--- src/rtl/pipeline_hazard_ctrl_pkg.sv ---
// rtl/pipeline_hazard_ctrl_pkg.sv - shared types and constants for the pipeline hazard controller
package cpu_pkg;

    // Tag destinations are held zero-extended to a fixed width so one struct serves any ADDRESSWIDTH up to 8.
    localparam int TAG_DEST_W = 8;

    typedef enum logic [1:0] {
        RUN   = 2'd0,
        STALL = 2'd1,
        FLUSH = 2'd2
    } hazard_state_t;

    typedef struct packed {
        logic                  valid;
        logic [TAG_DEST_W-1:0] dest;
        logic                  isLoad;
    } reg_tag_t;

    localparam logic [1:0] FWD_RF = 2'b00;
    localparam logic [1:0] FWD_M  = 2'b01;
    localparam logic [1:0] FWD_W  = 2'b10;

    function automatic logic tag_hit(input reg_tag_t t, input logic [TAG_DEST_W-1:0] addr);
        return t.valid && (t.dest == addr);
    endfunction

endpackage

--- src/rtl/pipeline_hazard_ctrl_if.sv ---
// rtl/pipeline_hazard_ctrl_if.sv - D/E stage hazard request and stall/flush response bundle
interface pipeline_hazard_ctrl_if #(
    parameter int REGNUM       = 16,
    parameter int ADDRESSWIDTH = 4,
    parameter int CNTWIDTH     = 16
);
    logic                    validD;
    logic                    writesRegD;
    logic                    isLoadD;
    logic                    usesReg1D;
    logic                    usesReg2D;
    logic [ADDRESSWIDTH-1:0] regDestinationAddressD;
    logic [ADDRESSWIDTH-1:0] reg1AddressD;
    logic [ADDRESSWIDTH-1:0] reg2AddressD;
    logic                    branchTakenE;
    logic                    stallF;
    logic                    stallD;
    logic                    flushD;
    logic                    bubbleE;
    logic [REGNUM-1:0]       busyRegs;
    logic [CNTWIDTH-1:0]     stallCount;
    logic [CNTWIDTH-1:0]     flushCount;
`ifdef PIPELINE_FORWARDING_EN
    logic [1:0]              forwardSel1;
    logic [1:0]              forwardSel2;
`endif

    modport master (
        output validD, writesRegD, isLoadD, usesReg1D, usesReg2D,
        output regDestinationAddressD, reg1AddressD, reg2AddressD, branchTakenE,
`ifdef PIPELINE_FORWARDING_EN
        input  forwardSel1, forwardSel2,
`endif
        input  stallF, stallD, flushD, bubbleE, busyRegs, stallCount, flushCount
    );

    modport slave (
        input  validD, writesRegD, isLoadD, usesReg1D, usesReg2D,
        input  regDestinationAddressD, reg1AddressD, reg2AddressD, branchTakenE,
`ifdef PIPELINE_FORWARDING_EN
        output forwardSel1, forwardSel2,
`endif
        output stallF, stallD, flushD, bubbleE, busyRegs, stallCount, flushCount
    );

endinterface

--- src/rtl/pipeline_hazard_ctrl_sat_counter.sv ---
// rtl/pipeline_hazard_ctrl_sat_counter.sv - saturating up-counter used for stall/flush statistics
module sat_counter #(
    parameter int CNTWIDTH = 16
) (
    input  logic                clk,
    input  logic                reset,
    input  logic                inc,
    output logic [CNTWIDTH-1:0] count
);

    logic [CNTWIDTH-1:0] r_count;

    always_ff @(posedge clk or negedge reset) begin
        if (!reset) begin
            r_count <= '0;
        end else if (inc && (r_count != '1)) begin
            r_count <= r_count + 1'b1;
        end
    end

    assign count = r_count;

endmodule

--- src/rtl/pipeline_hazard_ctrl.sv ---
// rtl/pipeline_hazard_ctrl.sv - RAW stall / branch flush controller for the 5-stage pipeline
// Optional load-use-only stalling with operand forwarding under PIPELINE_FORWARDING_EN.
module pipeline_hazard_ctrl
    import cpu_pkg::*;
#(
    parameter int REGNUM       = 16,
    parameter int ADDRESSWIDTH = 4,
    parameter int CNTWIDTH     = 16
) (
    input  logic                  clk,
    input  logic                  reset,
    pipeline_hazard_ctrl_if.slave bus
);

    reg_tag_t      r_tagE;
    reg_tag_t      r_tagM;
    reg_tag_t      r_tagW;
    hazard_state_t r_state;
    hazard_state_t w_next;
    logic          r_live;

    logic [TAG_DEST_W-1:0] w_src1;
    logic [TAG_DEST_W-1:0] w_src2;
    logic [TAG_DEST_W-1:0] w_dst;
    logic                  w_rd1;
    logic                  w_rd2;
    logic                  w_hitE;
    logic                  w_hitM;
    logic                  w_hazard;
    logic                  w_stall;
    logic                  w_flush;
    logic [REGNUM-1:0]     w_busy;
    logic [CNTWIDTH-1:0]   w_stall_cnt;
    logic [CNTWIDTH-1:0]   w_flush_cnt;
    logic                  w_unused_ok;

    assign w_src1 = TAG_DEST_W'(bus.reg1AddressD);
    assign w_src2 = TAG_DEST_W'(bus.reg2AddressD);
    assign w_dst  = TAG_DEST_W'(bus.regDestinationAddressD);
    assign w_rd1  = bus.validD & bus.usesReg1D;
    assign w_rd2  = bus.validD & bus.usesReg2D;

    assign w_hitE = (w_rd1 & tag_hit(r_tagE, w_src1)) | (w_rd2 & tag_hit(r_tagE, w_src2));
    assign w_hitM = (w_rd1 & tag_hit(r_tagM, w_src1)) | (w_rd2 & tag_hit(r_tagM, w_src2));

`ifdef PIPELINE_FORWARDING_EN
    logic [1:0] w_fwd1;
    logic [1:0] w_fwd2;

    // Only a load still in E cannot be forwarded; its data appears in M one cycle later.
    assign w_hazard = w_hitE & r_tagE.isLoad;

    // Selection is for the cycle the D instruction enters E, when the E producer has moved to M.
    always_comb begin
        w_fwd1 = FWD_RF;
        w_fwd2 = FWD_RF;
        if (w_rd1 && tag_hit(r_tagE, w_src1)) begin
            w_fwd1 = FWD_M;
        end else if (w_rd1 && tag_hit(r_tagM, w_src1)) begin
            w_fwd1 = FWD_W;
        end
        if (w_rd2 && tag_hit(r_tagE, w_src2)) begin
            w_fwd2 = FWD_M;
        end else if (w_rd2 && tag_hit(r_tagM, w_src2)) begin
            w_fwd2 = FWD_W;
        end
    end

    assign bus.forwardSel1 = r_live ? w_fwd1 : FWD_RF;
    assign bus.forwardSel2 = r_live ? w_fwd2 : FWD_RF;
`else
    logic w_hitW;

    // W is a hazard too: the register file does not bypass a same-cycle write.
    assign w_hitW   = (w_rd1 & tag_hit(r_tagW, w_src1)) | (w_rd2 & tag_hit(r_tagW, w_src2));
    assign w_hazard = w_hitE | w_hitM | w_hitW;
`endif

    always_comb begin
        w_next  = r_state;
        w_stall = 1'b0;
        w_flush = 1'b0;
        case (r_state)
            STALL: begin
                if (w_hazard) begin
                    w_stall = 1'b1;
                end else begin
                    w_next = RUN;
                end
            end
            default: begin
                if (bus.branchTakenE) begin
                    w_flush = 1'b1;
                    w_next  = FLUSH;
                end else if (w_hazard) begin
                    w_stall = 1'b1;
                    w_next  = STALL;
                end else begin
                    w_next = RUN;
                end
            end
        endcase
        // Outputs stay quiet until one clock edge after reset release.
        if (!r_live) begin
            w_stall = 1'b0;
            w_flush = 1'b0;
            w_next  = RUN;
        end
    end

    always_ff @(posedge clk or negedge reset) begin
        if (!reset) begin
            r_state <= RUN;
            r_live  <= 1'b0;
        end else begin
            r_state <= w_next;
            r_live  <= 1'b1;
        end
    end

    always_ff @(posedge clk or negedge reset) begin
        if (!reset) begin
            r_tagE <= '0;
            r_tagM <= '0;
            r_tagW <= '0;
        end else begin
            r_tagW <= r_tagM;
            r_tagM <= r_tagE;
            if (bus.validD && bus.writesRegD && !w_stall && !w_flush) begin
                r_tagE <= '{valid: 1'b1, dest: w_dst, isLoad: bus.isLoadD};
            end else begin
                r_tagE <= '0;
            end
        end
    end

    always_comb begin
        w_busy = '0;
        for (int r = 0; r < REGNUM; r++) begin
            w_busy[r] = tag_hit(r_tagE, TAG_DEST_W'(r)) |
                        tag_hit(r_tagM, TAG_DEST_W'(r)) |
                        tag_hit(r_tagW, TAG_DEST_W'(r));
        end
    end

    sat_counter #(.CNTWIDTH(CNTWIDTH)) u_stall_cnt (
        .clk   (clk),
        .reset (reset),
        .inc   (w_stall),
        .count (w_stall_cnt)
    );

    sat_counter #(.CNTWIDTH(CNTWIDTH)) u_flush_cnt (
        .clk   (clk),
        .reset (reset),
        .inc   (w_flush),
        .count (w_flush_cnt)
    );

    assign bus.stallF     = w_stall;
    assign bus.stallD     = w_stall;
    assign bus.flushD     = w_flush;
    assign bus.bubbleE    = w_stall | w_flush;
    assign bus.busyRegs   = w_busy;
    assign bus.stallCount = w_stall_cnt;
    assign bus.flushCount = w_flush_cnt;

    assign w_unused_ok = r_tagW.isLoad;

endmodule

--- src/flat_wrapper.sv ---
// flat-port wrapper written by rule: the top's interface ports become plain ports
module pipeline_hazard_ctrl_flat import cpu_pkg::*;
#(
    parameter int REGNUM       = 16,
    parameter int ADDRESSWIDTH = 4,
    parameter int CNTWIDTH     = 16
)
  (clk, reset, bus_validD, bus_writesRegD, bus_isLoadD, bus_usesReg1D, bus_usesReg2D, bus_regDestinationAddressD, bus_reg1AddressD, bus_reg2AddressD, bus_branchTakenE, bus_stallF, bus_stallD, bus_flushD, bus_bubbleE, bus_busyRegs, bus_stallCount, bus_flushCount);
  pipeline_hazard_ctrl_if #(.REGNUM(REGNUM), .ADDRESSWIDTH(ADDRESSWIDTH), .CNTWIDTH(CNTWIDTH)) bus_i ();
  input  logic clk;
  input  logic reset;
  input wire logic [$bits(bus_i.validD)-1:0] bus_validD;
  input wire logic [$bits(bus_i.writesRegD)-1:0] bus_writesRegD;
  input wire logic [$bits(bus_i.isLoadD)-1:0] bus_isLoadD;
  input wire logic [$bits(bus_i.usesReg1D)-1:0] bus_usesReg1D;
  input wire logic [$bits(bus_i.usesReg2D)-1:0] bus_usesReg2D;
  input wire logic [$bits(bus_i.regDestinationAddressD)-1:0] bus_regDestinationAddressD;
  input wire logic [$bits(bus_i.reg1AddressD)-1:0] bus_reg1AddressD;
  input wire logic [$bits(bus_i.reg2AddressD)-1:0] bus_reg2AddressD;
  input wire logic [$bits(bus_i.branchTakenE)-1:0] bus_branchTakenE;
  output wire logic [$bits(bus_i.stallF)-1:0] bus_stallF;
  output wire logic [$bits(bus_i.stallD)-1:0] bus_stallD;
  output wire logic [$bits(bus_i.flushD)-1:0] bus_flushD;
  output wire logic [$bits(bus_i.bubbleE)-1:0] bus_bubbleE;
  output wire logic [$bits(bus_i.busyRegs)-1:0] bus_busyRegs;
  output wire logic [$bits(bus_i.stallCount)-1:0] bus_stallCount;
  output wire logic [$bits(bus_i.flushCount)-1:0] bus_flushCount;
  assign bus_i.validD = bus_validD;
  assign bus_i.writesRegD = bus_writesRegD;
  assign bus_i.isLoadD = bus_isLoadD;
  assign bus_i.usesReg1D = bus_usesReg1D;
  assign bus_i.usesReg2D = bus_usesReg2D;
  assign bus_i.regDestinationAddressD = bus_regDestinationAddressD;
  assign bus_i.reg1AddressD = bus_reg1AddressD;
  assign bus_i.reg2AddressD = bus_reg2AddressD;
  assign bus_i.branchTakenE = bus_branchTakenE;
  assign bus_stallF = bus_i.stallF;
  assign bus_stallD = bus_i.stallD;
  assign bus_flushD = bus_i.flushD;
  assign bus_bubbleE = bus_i.bubbleE;
  assign bus_busyRegs = bus_i.busyRegs;
  assign bus_stallCount = bus_i.stallCount;
  assign bus_flushCount = bus_i.flushCount;
  pipeline_hazard_ctrl #(.REGNUM(REGNUM), .ADDRESSWIDTH(ADDRESSWIDTH), .CNTWIDTH(CNTWIDTH)) u_core (.clk(clk), .reset(reset), .bus(bus_i));
endmodule
--- config.mk ---
export PLATFORM = sky130hd
export DESIGN_NAME = pipeline_hazard_ctrl_flat
export DESIGN_NICKNAME = d
export VERILOG_FILES = /design/src/rtl/pipeline_hazard_ctrl_pkg.sv /design/src/rtl/pipeline_hazard_ctrl_if.sv /design/src/rtl/pipeline_hazard_ctrl_sat_counter.sv /design/src/rtl/pipeline_hazard_ctrl.sv /design/src/flat_wrapper.sv
export SDC_FILE = /design/constraint.sdc
export NUM_CORES = 1
export LEC_CHECK = 0
export CAP_MARGIN = 10
export CORE_ASPECT_RATIO = 1.25
export CORE_MARGIN = 2
export CORE_UTILIZATION = 53
export CTS_CLUSTER_DIAMETER = 30
export CTS_CLUSTER_SIZE = 24
export DETAILED_ROUTE_END_ITERATION = 10
export GPL_ROUTABILITY_DRIVEN = 0
export GPL_TIMING_DRIVEN = 0
export PLACE_DENSITY = 0.82
export SETUP_SLACK_MARGIN = 0.15
export SLEW_MARGIN = 5
export SYNTH_ARGS = -nofsm -noshare
export SYNTH_HDL_FRONTEND = slang
export SYNTH_SLANG_ARGS = --single-unit
--- constraint.sdc ---
create_clock -name clk -period 4.5 [get_ports clk]
set_input_delay 0.9 -clock clk [delete_from_list [all_inputs] [get_ports clk]]
set_output_delay 0.9 -clock clk [all_outputs]
set_load 0.02 [all_outputs]
==> results.ini <==
[clocking]
cts_tree = built
numCtsBuffers = 5
htreeDepth = 2
post_cts_buffers = 0
insertion_delay_ns = 0.30
clockBufferDepth = 2
path_clk_slew_ns = 0.08
clock-sinks = 50
root_buffer = clkbuf_8

[critical_path]
end_kind = output port
r2r_end = u_core.u_stall_cnt.count[7]
slowest_stage = clkdlybuf4s50_1
path_max_fanout = 10
r2r_start = u_core.u_stall_cnt.count[0]
r2r_slack_ns = 2.01
path_cells = clkdlybuf4s50_1, a221o_1, nor4_1, o21ai_0, and3_1, buf_6, buf_12, nor2_1, buf_4, dlygate4sd2_1
slowest_delay_ns = 0.51
crit_required_ns = 3.60
arrival_ns = 3.27
crit_path_start_kind = primary input
crit_family = buffers and inverters
worstSetupPathType = in -> out
crit_buf_inv = 5
rr_worst_depth = 7

[timing]
slew_violations = 0
final_hold_viol_count = 0
fin_skew_ns = 0.004641
post-route-min-period_ns = 4.166
setup_viol_count_final = 0
finalCritPeriodShare = 0.9259
tns_ns = 0
rsz0062_at_grt = no
tightest_slew_ns = 0.7068
fmax_ghz = 0.2400
slew_headroom = 0.5252

[yosys]
yosys_warnings = 0
synth_seq_cells = 50
synth_top_family_by_area = simple AND/OR/NAND/NOR gates
synthMuxAreaShare = 0.01189
syn-cell-area_sq_um = 2841
netlist_instances = 294
synth-compound-area-share = 0.05768
syn_avg_cell_area_sq_um = 9.665
synth-seq-area-share = 0.4403
ys_types = 40
synth-async-reset-ratio = 1.000
yosys.area_share.adder = 0.008807
synth_simple_gate_area_frac = 0.2783
synthFlopType = dfrtp_1
syn-num-nets = 316
synth_edf_count = 0
synth-xor-area-share = 0.1572

[route]
vias = 2454
wl_per_cell_um = 15.10
dr.pass1.iters = 6
viasPerCell = 5.654
drc = 0
wl_um = 6554
drt_iter0_drc = 292
drtAntennaViolNets = 0

[power]
intPower_uw = 698.3
powerDensity_nw_per_um2 = 267.0
sequentialPowerShare = 0.531
power_switching_uw = 293.7
p_clk_frac = 0.244
irDropWorstVdd_mv = 0.2515
p_leak_uw = 0.001784
switching_share = 0.2961
p_comb_frac = 0.226

[floorplan]
die_h_um = 85.87
core_sq_um = 5116
start_util = 0.5554
die_area_sq_um = 5967
die_w_um = 69.49
fp-row-count = 29
io_pins = 72

[grt]
grt_pass1_vias = 2367
grt_overflow = 0
antenna_found_initial = 0
grt_pass1_wl_um = 10940
grtUsageTotal = 0.2257
grt_max_degree = 38

[placement]
hpwl_um = 4800
io_buffers = 70
place_area_sq_um = 3635

[run]
drv_cap = 0

[worst_hold_path]
hp-class = reg -> reg
hold_start = u_core.r_tagE[3]
min_path_cells = 0
hold_path_end = u_core.r_tagM[3]

[final_layout]
diodes = 0
fin_nets = 394
syn_to_final_growth_pct = 30.78
design_area_sq_um = 3716
layout_common_cells = clkdlybuf4s50_1 (65), dfrtp_1 (50), nand2_1 (36), xor2_1 (36), nand3_1 (22)
drive_gt1_frac = 0.06452
mostFrequentLayoutCell = clkdlybuf4s50_1

[status]
status = finished clean

## layout make-up
cell class	instances	area (sq um)
Fill cell	392	1400
Buffer	12	90.09
Sequential cell	50	1251
Tap cell	62	77.57
Clock buffer	5	68.82
Clock inverter	2	10.01
Inverter	9	36.28
Multi-Input combinational cell	223	1464
Timing Repair Buffer	71	718.2
## flip-flops by register name, indices dropped and copies added (netlist names)
| register | cells |
|---|---|
| u_core.r_live | 1 |
| u_core.r_tagW | 5 |
| u_core.r_tagE | 5 |
| u_core.u_flush_cnt.count | 16 |
| u_core.r_state | 2 |
| u_core.r_tagM | 5 |
| u_core.u_stall_cnt.count | 16 |
## worst reg2reg max path, stage by stage, from the launching register on
cell and delay [ns]:
dfrtp_1 0.40, ha_1 0.19, and3_1 0.19, nand3_1 0.15, nor3_1 0.63, clkbuf_1 0.48
nor3_1 0.14, xor2_1 0.17
## power groups by stage
stage | Sequential [uW] | Clock [uW] | Combinational [uW]
after floorplan | 562 | 0 | 79.4
after global placement | 534 | 0 | 217
after detailed placement | 535 | 0 | 226
after CTS | 527 | 253 | 226
after global routing | 534 | 270 | 243
final | 527 | 242 | 224
## per-stage QoR
stage                     hold slack [ns]  total power [uW]  cells  setup slack, ns    util
final                              0.3739             992.0    434           0.3336  0.7263
after global routing               0.3958              1046    434           0.2426  0.7263
after CTS                          0.3761              1006    434           0.1930  0.7254
after detailed placement           0.3567             760.3    427          0.05411  0.7104
after global placement             0.3557             750.4    426          0.08285  0.7075
after floorplan                    0.3519             641.0    294            1.103       -
## repair_timing
action	CTS	global route
resized for setup	2	2
gates cloned	0	0
hold buffers	0	0
setup endpoints to repair	3	2
## worst max path at each step
stage	start	to	slack, ns	cells after the start
3_5_place_dp	bus_validD	bus_stallF	0.05	11
4_1_cts	bus_reg1AddressD[2]	bus_stallD	0.19	9
3_3_place_gp	bus_validD	bus_stallF	0.08	11
2_1_floorplan	bus_reg1AddressD[2]	bus_stallF	1.10	8
5_1_grt	bus_reg1AddressD[2]	bus_stallF	0.24	10
6_report	bus_reg1AddressD[2]	bus_stallF	0.33	10
## cells in the mapped netlist (2+ instances only)
| library cell | n | area, sq um |
|---|---|---|
| dfrtp_1 | 50 | 1251 |
| nand2_1 | 36 | 135.1 |
| xor2_1 | 36 | 315.3 |
| nand3_1 | 22 | 110.1 |
| nor2_1 | 21 | 78.83 |
| and3_1 | 17 | 106.4 |
| xnor2_1 | 15 | 131.4 |
| a22oi_1 | 10 | 75.07 |
| nand4_1 | 9 | 56.30 |
| nor4_1 | 9 | 56.30 |
| inv_1 | 8 | 30.03 |
| clkbuf_1 | 7 | 26.28 |
| nor3_1 | 7 | 35.03 |
| and2_1 | 4 | 25.02 |
| and4_1 | 4 | 35.03 |
| nor2b_1 | 4 | 25.02 |
| a32oi_1 | 3 | 26.28 |
| mux2_2 | 3 | 33.78 |
| nor3b_1 | 3 | 22.52 |
| a222oi_1 | 2 | 20.02 |
| buf_6 | 2 | 22.52 |
| ha_1 | 2 | 25.02 |
| nor4_4 | 2 | 42.54 |
| o21ai_0 | 2 | 10.01 |
## metal layers
metal | GRT usage | wire length [um] | up-vias
met5 | 0 | 0 | -
met4 | 0.07308 | 101 | 0
met3 | 0.05993 | 505 | 16
met2 | 0.3750 | 3186 | 121
met1 | 0.2891 | 2761 | 1136
li1 | - | - | 1181
## kinds of logic after synthesis
| logic type | after synthesis |
|---|---|
| fa+ha+maj | 2 |
| buf+inv | 21 |
| other cells | 1 |
| simple gates | 145 |
| compound gates | 21 |
| mux | 3 |
| flops | 50 |
| xor+xnor | 51 |
Power figures use the tool's default switching activity.
